File: config.mk
export PLATFORM = sky130hd
export DESIGN_NAME = fpu_result_collector
export DESIGN_NICKNAME = d
export VERILOG_FILES = /design/src/rtl/fpu_collector_pkg.sv /design/src/rtl/fpu_rsp_fifo.sv /design/src/rtl/fpu_result_collector.sv
export SDC_FILE = /design/constraint.sdc
export NUM_CORES = 1
export LEC_CHECK = 0
export BUFFER_PORTS_ARGS = -buffer_cell sky130_fd_sc_hd__buf_4
export CAP_MARGIN = 40
export CORE_UTILIZATION = 60
export DETAILED_ROUTE_END_ITERATION = 16
export PLACE_DENSITY_LB_ADDON = 0.12
export REMOVE_ABC_BUFFERS = 1
export SKIP_CTS_REPAIR_TIMING = 1
export SLEW_MARGIN = 20
export SYNTH_ARGS = -nofsm -noshare
export SYNTH_HDL_FRONTEND = slang
export SYNTH_SLANG_ARGS = --single-unit
File: constraint.sdc
create_clock -name clk -period 5.2 [get_ports clk]
set_input_delay 1.04 -clock clk [delete_from_list [all_inputs] [get_ports clk]]
set_output_delay 1.04 -clock clk [all_outputs]
set_load 0.01 [all_outputs]
File: src/rtl/fpu_collector_pkg.sv
// Shared types for the FPU result collector: flag bit positions, tag and response payloads.
package fpu_collector_pkg;

  localparam int unsigned DATA_W  = 32;
  localparam int unsigned FLAG_W  = 8;
  localparam int unsigned OP_W    = 3;
  localparam int unsigned RMODE_W = 2;

  localparam int unsigned FLG_INF  = 0;
  localparam int unsigned FLG_SNAN = 1;
  localparam int unsigned FLG_QNAN = 2;
  localparam int unsigned FLG_INE  = 3;
  localparam int unsigned FLG_OVF  = 4;
  localparam int unsigned FLG_UNF  = 5;
  localparam int unsigned FLG_ZERO = 6;
  localparam int unsigned FLG_DBZ  = 7;

  typedef logic [FLAG_W-1:0] fpu_flags_t;

  typedef struct packed {
    logic [OP_W-1:0]    op;
    logic [RMODE_W-1:0] rmode;
  } fpu_tag_t;

  typedef struct packed {
    logic [DATA_W-1:0] data;
    fpu_flags_t        flags;
    fpu_tag_t          tag;
  } fpu_rsp_t;

  typedef struct packed {
    logic     valid;
    fpu_tag_t tag;
  } fpu_stage_t;

  // Gather the individual FPU status lines into the canonical flag vector.
  function automatic fpu_flags_t pack_flags(
    input logic inf,
    input logic snan,
    input logic qnan,
    input logic ine,
    input logic ovf,
    input logic unf,
    input logic zero,
    input logic dbz
  );
    fpu_flags_t f;
    f           = '0;
    f[FLG_INF]  = inf;
    f[FLG_SNAN] = snan;
    f[FLG_QNAN] = qnan;
    f[FLG_INE]  = ine;
    f[FLG_OVF]  = ovf;
    f[FLG_UNF]  = unf;
    f[FLG_ZERO] = zero;
    f[FLG_DBZ]  = dbz;
    return f;
  endfunction

endpackage

File: src/rtl/fpu_rsp_fifo.sv
// Synchronous show-ahead FIFO of collected FPU responses; head is visible while valid.
module fpu_rsp_fifo
  import fpu_collector_pkg::*;
#(
  parameter  int unsigned DEPTH = 8,
  localparam int unsigned PTR_W = $clog2(DEPTH),
  localparam int unsigned CNT_W = $clog2(DEPTH + 1)
) (
  input  logic             clk,
  input  logic             rst,
  input  logic             push,
  input  fpu_rsp_t         push_data,
  input  logic             pop,
  output fpu_rsp_t         head,
  output logic             valid,
  output logic [CNT_W-1:0] count
);

  fpu_rsp_t         mem [DEPTH];
  logic [PTR_W-1:0] wr_ptr;
  logic [PTR_W-1:0] rd_ptr;
  logic [CNT_W-1:0] count_q;
  logic             do_pop;
  logic             full;

  assign do_pop = pop && (count_q != '0);
  assign full   = (count_q == CNT_W'(DEPTH));

  // Storage is cleared on reset so the head reads zero until the first capture.
  always_ff @(posedge clk) begin
    if (rst) begin
      for (int unsigned i = 0; i < DEPTH; i++) begin
        mem[i] <= '0;
      end
      wr_ptr  <= '0;
      rd_ptr  <= '0;
      count_q <= '0;
    end else begin
      if (push) begin
        mem[wr_ptr] <= push_data;
        wr_ptr      <= wr_ptr + PTR_W'(1);
      end
      if (do_pop) begin
        rd_ptr <= rd_ptr + PTR_W'(1);
      end
      case ({push, do_pop})
        2'b10:   count_q <= count_q + CNT_W'(1);
        2'b01:   count_q <= count_q - CNT_W'(1);
        default: count_q <= count_q;
      endcase
    end
  end

  assign head  = mem[rd_ptr];
  assign valid = (count_q != '0);
  assign count = count_q;

  // The issue-side credit scheme must never let a result land in a full FIFO.
  a_no_overflow: assert property (@(posedge clk) disable iff (rst) !(push && !pop && full));

endmodule

File: src/rtl/fpu_result_collector.sv
// Collects fixed-latency FPU results into a response FIFO, tracking in-flight ops by tag
// and accumulating sticky exception flags; issue credits prevent FIFO overflow.
module fpu_result_collector
  import fpu_collector_pkg::*;
#(
  parameter  int unsigned LATENCY = 4,
  parameter  int unsigned DEPTH   = 8,
  localparam int unsigned INF_W   = $clog2(LATENCY + 1)
) (
  input  logic               clk,
  input  logic               rst,
  input  logic               issue_valid,
  output logic               issue_ready,
  input  logic [OP_W-1:0]    issue_op,
  input  logic [RMODE_W-1:0] issue_rmode,
  input  logic [DATA_W-1:0]  fpu_out,
  input  logic               fpu_inf,
  input  logic               fpu_snan,
  input  logic               fpu_qnan,
  input  logic               fpu_ine,
  input  logic               fpu_overflow,
  input  logic               fpu_underflow,
  input  logic               fpu_zero,
  input  logic               fpu_div_by_zero,
  output logic               rsp_valid,
  input  logic               rsp_ready,
  output logic [DATA_W-1:0]  rsp_data,
  output logic [FLAG_W-1:0]  rsp_flags,
  output logic [OP_W-1:0]    rsp_op,
  output logic [RMODE_W-1:0] rsp_rmode,
  output logic [FLAG_W-1:0]  sticky_flags,
  input  logic               sticky_clr,
  output logic [INF_W-1:0]   inflight
);

  localparam int unsigned CNT_W = $clog2(DEPTH + 1);
  localparam int unsigned CR_W  = $clog2(DEPTH + LATENCY + 1);

  fpu_stage_t       pipe_q [LATENCY];
  logic [INF_W-1:0] inflight_q;
  fpu_flags_t       sticky_q;
  logic [CNT_W-1:0] fifo_count;
  logic             fifo_valid;
  fpu_rsp_t         fifo_head;
  fpu_rsp_t         cap_rsp;
  fpu_flags_t       cap_flags;
  logic             accept;
  logic             capture;
  logic             pop;

  // Credits count both queued responses and results still inside the FPU.
  assign issue_ready = (CR_W'(fifo_count) + CR_W'(inflight_q)) < CR_W'(DEPTH);
  assign accept      = issue_valid & issue_ready;
  assign capture     = pipe_q[LATENCY-1].valid;
  assign pop         = fifo_valid & rsp_ready;

  assign cap_flags = pack_flags(fpu_inf, fpu_snan, fpu_qnan, fpu_ine,
                                fpu_overflow, fpu_underflow, fpu_zero, fpu_div_by_zero);

  always_comb begin
    cap_rsp       = '0;
    cap_rsp.data  = fpu_out;
    cap_rsp.flags = cap_flags;
    cap_rsp.tag   = pipe_q[LATENCY-1].tag;
  end

  // Tag pipe mirrors the FPU pipeline; it never stalls.
  always_ff @(posedge clk) begin
    if (rst) begin
      for (int unsigned i = 0; i < LATENCY; i++) begin
        pipe_q[i] <= '0;
      end
    end else begin
      pipe_q[0].valid     <= accept;
      pipe_q[0].tag.op    <= issue_op;
      pipe_q[0].tag.rmode <= issue_rmode;
      for (int unsigned i = 1; i < LATENCY; i++) begin
        pipe_q[i] <= pipe_q[i-1];
      end
    end
  end

  always_ff @(posedge clk) begin
    if (rst) begin
      inflight_q <= '0;
    end else begin
      case ({accept, capture})
        2'b10:   inflight_q <= inflight_q + INF_W'(1);
        2'b01:   inflight_q <= inflight_q - INF_W'(1);
        default: inflight_q <= inflight_q;
      endcase
    end
  end

  // A clear coinciding with a capture keeps the newly captured flags.
  always_ff @(posedge clk) begin
    if (rst) begin
      sticky_q <= '0;
    end else if (capture) begin
      sticky_q <= (sticky_clr ? '0 : sticky_q) | cap_flags;
    end else if (sticky_clr) begin
      sticky_q <= '0;
    end
  end

  fpu_rsp_fifo #(
    .DEPTH (DEPTH)
  ) u_fifo (
    .clk       (clk),
    .rst       (rst),
    .push      (capture),
    .push_data (cap_rsp),
    .pop       (pop),
    .head      (fifo_head),
    .valid     (fifo_valid),
    .count     (fifo_count)
  );

  assign rsp_valid    = fifo_valid;
  assign rsp_data     = fifo_head.data;
  assign rsp_flags    = fifo_head.flags;
  assign rsp_op       = fifo_head.tag.op;
  assign rsp_rmode    = fifo_head.tag.rmode;
  assign sticky_flags = sticky_q;
  assign inflight     = inflight_q;

endmodule

=== Yosys cells after proc, flatten, opt, wreduce, memory -nomap -nowiden ===
Memories as Yosys holds them, arrays and structs flattened. A register that Yosys moved wholly into a read port is not among the register bits.
Cells that the tools add are included.

* Bits in registers: 21
* Bits in latches: 0
* Bits in writable memories: 384
* Bits in read-only memories: 0
* Bits of input ports: 50
* Output and inout bits: 58
* Word-level logic and storage cells: 54
* Memories: 2

* Add/sub/neg operators: 7
* Multiply operators: 0
* Divide/modulo/power cells: 0
* $lt $le $gt $ge: 1
* Equality and inequality tests: 4
* Shift operators: 0
* Mux-type cells: 21
* Bitwise gates (word level): 9
* Reductions and logical operators: 5

{| class="wikitable"
|+ Memories
! name !! words !! bits a word !! rd ports !! clocked after memory_dff !! wr ports !! RTL line !! RTL
|-
| u_fifo.mem || 8 || 45 || 1 || 1 || 8 || fpu_rsp_fifo.sv:19 || <nowiki>fpu_rsp_t mem [DEPTH];</nowiki>
|-
| pipe_q || 4 || 6 || 4 || 0 || 4 || fpu_result_collector.sv:39 || <nowiki>fpu_stage_t pipe_q [LATENCY];</nowiki>
|}

{| class="wikitable"
|+ Operator list
! cell !! count
|-
| $mux 45 || 1
|-
| $reduce_or 45->1 || 1
|-
| $mux 6 || 3
|-
| $mux 8 || 2
|-
| $mux 3 || 4
|-
| $add 3x1->3 const B || 3
|-
| $mux 1 || 8
|-
| $or 8x8->8 || 1
|-
| $pmux 4 s2 || 1
|-
| $or 1x1->1 || 6
|-
| $pmux 3 s2 || 1
|-
| $add 4x1->4 const B || 1
|-
| $add 4x3->4 || 1
|-
| $eq 2x1->1 const B || 2
|-
| $eq 2x2->1 const B || 2
|-
| $lt 4x4->1 const B || 1
|-
| $reduce_bool 2->1 || 2
|-
| $reduce_bool 4->1 || 1
|-
| $sub 4x1->4 const B || 1
|-
| $sub 3x1->3 const B || 1
|-
| $and 1x1->1 || 2
|-
| $mux 2 || 1
|-
| $logic_and 1x1->1 || 1
|}

=== Longest topological paths before layout ===
An unclocked memory read counts as a cell.

* Depth after elaboration: 6
* Depth in mapped cells: 10
* Mapped depth without buffers: 10

=== Modules after synthesis ===
From an unflattened synthesis, not the netlist that was laid out.

* Cell total of the unflattened synthesis: 1,097
* Area total of the unflattened synthesis: 17,869.6 um^2

{| class="wikitable"
|+ Modules (own cells, without submodules)
! module !! times used !! cells each !! area each (um^2) !! seq. area each (um^2)
|-
| fpu_rsp_fifo || 1 || 995 || 16,711.0 || 11,070.6
|-
| fpu_result_collector || 1 || 102 || 1,158.6 || 700.7
|}

=== Least setup slack after synthesis ===
OpenSTA, ideal clock, no wires.

* Path type: input-to-reg
* From: in rst
* To: mem u_fifo.mem[5][0] in the netlist's numbering, enable pin
* Library setup time: 383 ps
* Data arrival time: 2,295 ps
* Required time: 4,817 ps
* Slack: 2,523 ps
* Stages: 3
* Path buffers: 0
* Cell sequence: or3b_4 -> nor2_8 -> or2_2

{| class="wikitable"
|+ RTL lines
! element !! RTL line !! RTL
|-
| from (decl) || fpu_result_collector.sv:11 || <nowiki>input logic rst,</nowiki>
|-
| to (decl) || fpu_rsp_fifo.sv:19 ||
|}

==> reports/results.ini <==
[route]
drtIter0Drc=891
firstDrtPassIters=5
via_per_inst=5.78
vias=9380
routed_wl_um=36800
wl_per_cell_um=22.7
final_antenna_net_count=0
drc=0

[sta]
worst_pin_slew_ns=0.814
finalCriticalPeriod_ns=3.92
maxSlewViolCount=0
final_hold_viol_count=0
finClkSkew_ns=0.0133
rsz0062_at_grt=false
min_period_over_period=0.753
holdWs_ns=0.434
slew_headroom=0.457
finalSetupViolCount=0
max_freq_mhz=255

[global_routing]
overflow=0
grt_max_degree=60
grt_usage=0.252
grt_pass1_vias=9922
grt_first_pass_wirelength_um=57000
antenna_found_initial=1

[critical_path]
start_kind=register
cp-end-kind=output port
path_max_fanout=46
worst-setup-path-type=register to output port
rr_startpoint=pipe_q[0][23]$_SDFF_PP0_
reg2reg_setup_slack_ns=2.26
required_ns=4.16
worstPathArrival_ns=2.88

[floorplanning]
die_x_um=174
start_util=0.614
die_area_um2=30300
pin_count=108
die_h_um=174
row_count=62
core-area_um2=28900

[power_and_ir_drop]
ir_drop_mv=0.240
power.switching_mw=1.42
power.density_nw_per_um2=346
leakage_nw=7.59
p_total_mw=7.06
power.share.combinational=0.058
switching_share=0.202
p_int_mw=5.63
pwr-share-clk=0.417
p_seq_frac=0.526

[clocking]
cts_tree=done
clk_pin_slew_worst_paths_ns=0.06
root_buffer=clkbuf_16
numCtsBuffers=42
ctsHtreeMaxLevel=2
clock-sinks=408
clockBufferDepth=3
clock_latency_ns=0.53

[final_layout]
drive_gt1_frac=0.282
fin_area_um2=20400
seqCellArea_um2=11800
layout_common_cells=360 x and2_1, 360 x edfxtp_1, 126 x buf_4, 90 x mux4_2, 47 x clkbuf_16
fill_cells=1914
fin_nets=1269
antenna_cells=0
layoutNonFillerInstCount=1623
multi_input_area_um2=5670
synthToLayoutAreaGrowth_pct=14.8

[logic_synthesis]
syn-cell-area_um2=17800
syn_inst=1098
synth-seq-area-share=0.662
synth-seq-cells=408
synth.distinct_cells=37
syn_avg_cell_area_um2=16.2
ys_warn_count=0

[placement]
dpl.hpwl_um=19600
portBuffers=107
place_congestion=0.731
place_inst=1546
placed_cell_area_um2=19000

[job]
maxCapViolCount=0

[run_status]
status=complete, no violations

[min_path]
hp-class=register to register
hold_start=pipe_q[0][4]$_SDFF_PP0_

metrics by stage:
step / setup TNS (ns) / setup WS (ns) / util
after detailed placement: 0 / 1.52 / 0.655
after global routing: 0 / 1.12 / 0.705
after CTS: 0 / 1.25 / 0.703
after floorplan: -25.03 / -0.556 / -
final: 0 / 1.28 / 0.705
after global placement: 0 / 1.57 / 0.654
Yosys cell counts:
cell / number / area [µm²]
nor2b_1: 23 / 144
edfxtp_1: 360 / 10800
buf_2: 10 / 50.1
a21oi_1: 9 / 45.0
or2_2: 8 / 50.1
or4_1: 2 / 15.0
buf_1: 4 / 15.0
nor2_8: 2 / 40.0
nand2b_1: 1 / 6.26
o31ai_1: 1 / 7.51
o21ai_0: 1 / 5.00
a31o_2: 1 / 8.76
nor4_4: 2 / 42.5
xor2_1: 8 / 70.1
mux2i_1: 1 / 10.0
buf_6: 8 / 90.1
nand2_2: 1 / 6.26
clkbuf_1: 43 / 161
mux4_2: 90 / 2030
nand2b_2: 1 / 8.76
nand3_1: 3 / 15.0
xnor2_1: 1 / 8.76
nor2_4: 2 / 22.5
and2_1: 360 / 2250
a22oi_1: 8 / 60.1
dfxtp_1: 48 / 961
nor2_2: 2 / 12.5
mux2_2: 46 / 518
inv_1: 9 / 33.8
or3_1: 1 / 6.26
fa_1: 2 / 40.0
or3b_4: 1 / 11.3
nor2_1: 24 / 90.1
nand3b_1: 1 / 7.51
ha_1: 8 / 100
and3_1: 1 / 6.26
nand2_1: 5 / 18.8
critical path, cell delays in order (launching register included):
cell	delay [ns]
dfxtp_4	0.80
buf_12	0.42
mux4_2	0.60
mux2_2	0.28
buf_4	0.14
registers in the layout, indices dropped and copies added (netlist names), named ones only:
| signal | flops |
|---|---|
| inflight | 3 |
| pipe_q | 24 |
| sticky_flags | 8 |
| u_fifo.count | 4 |
| u_fifo.mem | 360 |
| u_fifo.rd_ptr | 3 |
| u_fifo.wr_ptr | 3 |
layout make-up:
class	instances	area share
multi-input cells	616	0.278
flip-flops and latches	408	0.577
inverters	9	0.00165
repair buffers	132	0.0530
clock inverters	8	0.00300
clock buffers	66	0.0642
well taps	384	0.0235
cells by family after synthesis:
family | after synthesis | synth area share
buffers and inverters | 74 | 0.0197
and+or+nand+nor | 440 | 0.155
adders and majority gates | 10 | 0.00788
muxes | 137 | 0.144
xor gates and xnor gates | 9 | 0.00443
AOI/OAI and AO/OA | 20 | 0.00711
DFF | 408 | 0.662
power groups by stage:
stage,clock (mW),combinational (mW),sequential (mW)
after floorplan,0,0.214,3.78
after global placement,0,0.395,3.77
after detailed placement,0,0.405,3.78
after CTS,2.98,0.408,3.71
after global routing,3.10,0.436,3.72
final,2.94,0.406,3.71
routing by layer:
layer,share of wire,routed length [µm],GRT usage
met2,0.50,18500,0.424
met1,0.43,15800,0.347
met3,0.051,1860,0.0394
met5,0.00038,14,0
met4,0.017,635,0.0658
path summary, 6_finish.rpt:
kind,cells past startpoint,to
setup / recovery,4,rsp_data[25]
hold / removal,1,pipe_q[0][10]$_SDFF_PP0_
setup reg to reg,4,u_fifo.mem[1][20]$_SDFFCE_PN0P_
hold reg to reg,1,pipe_q[0][10]$_SDFF_PP0_
Power figures use the tool's default switching activity.
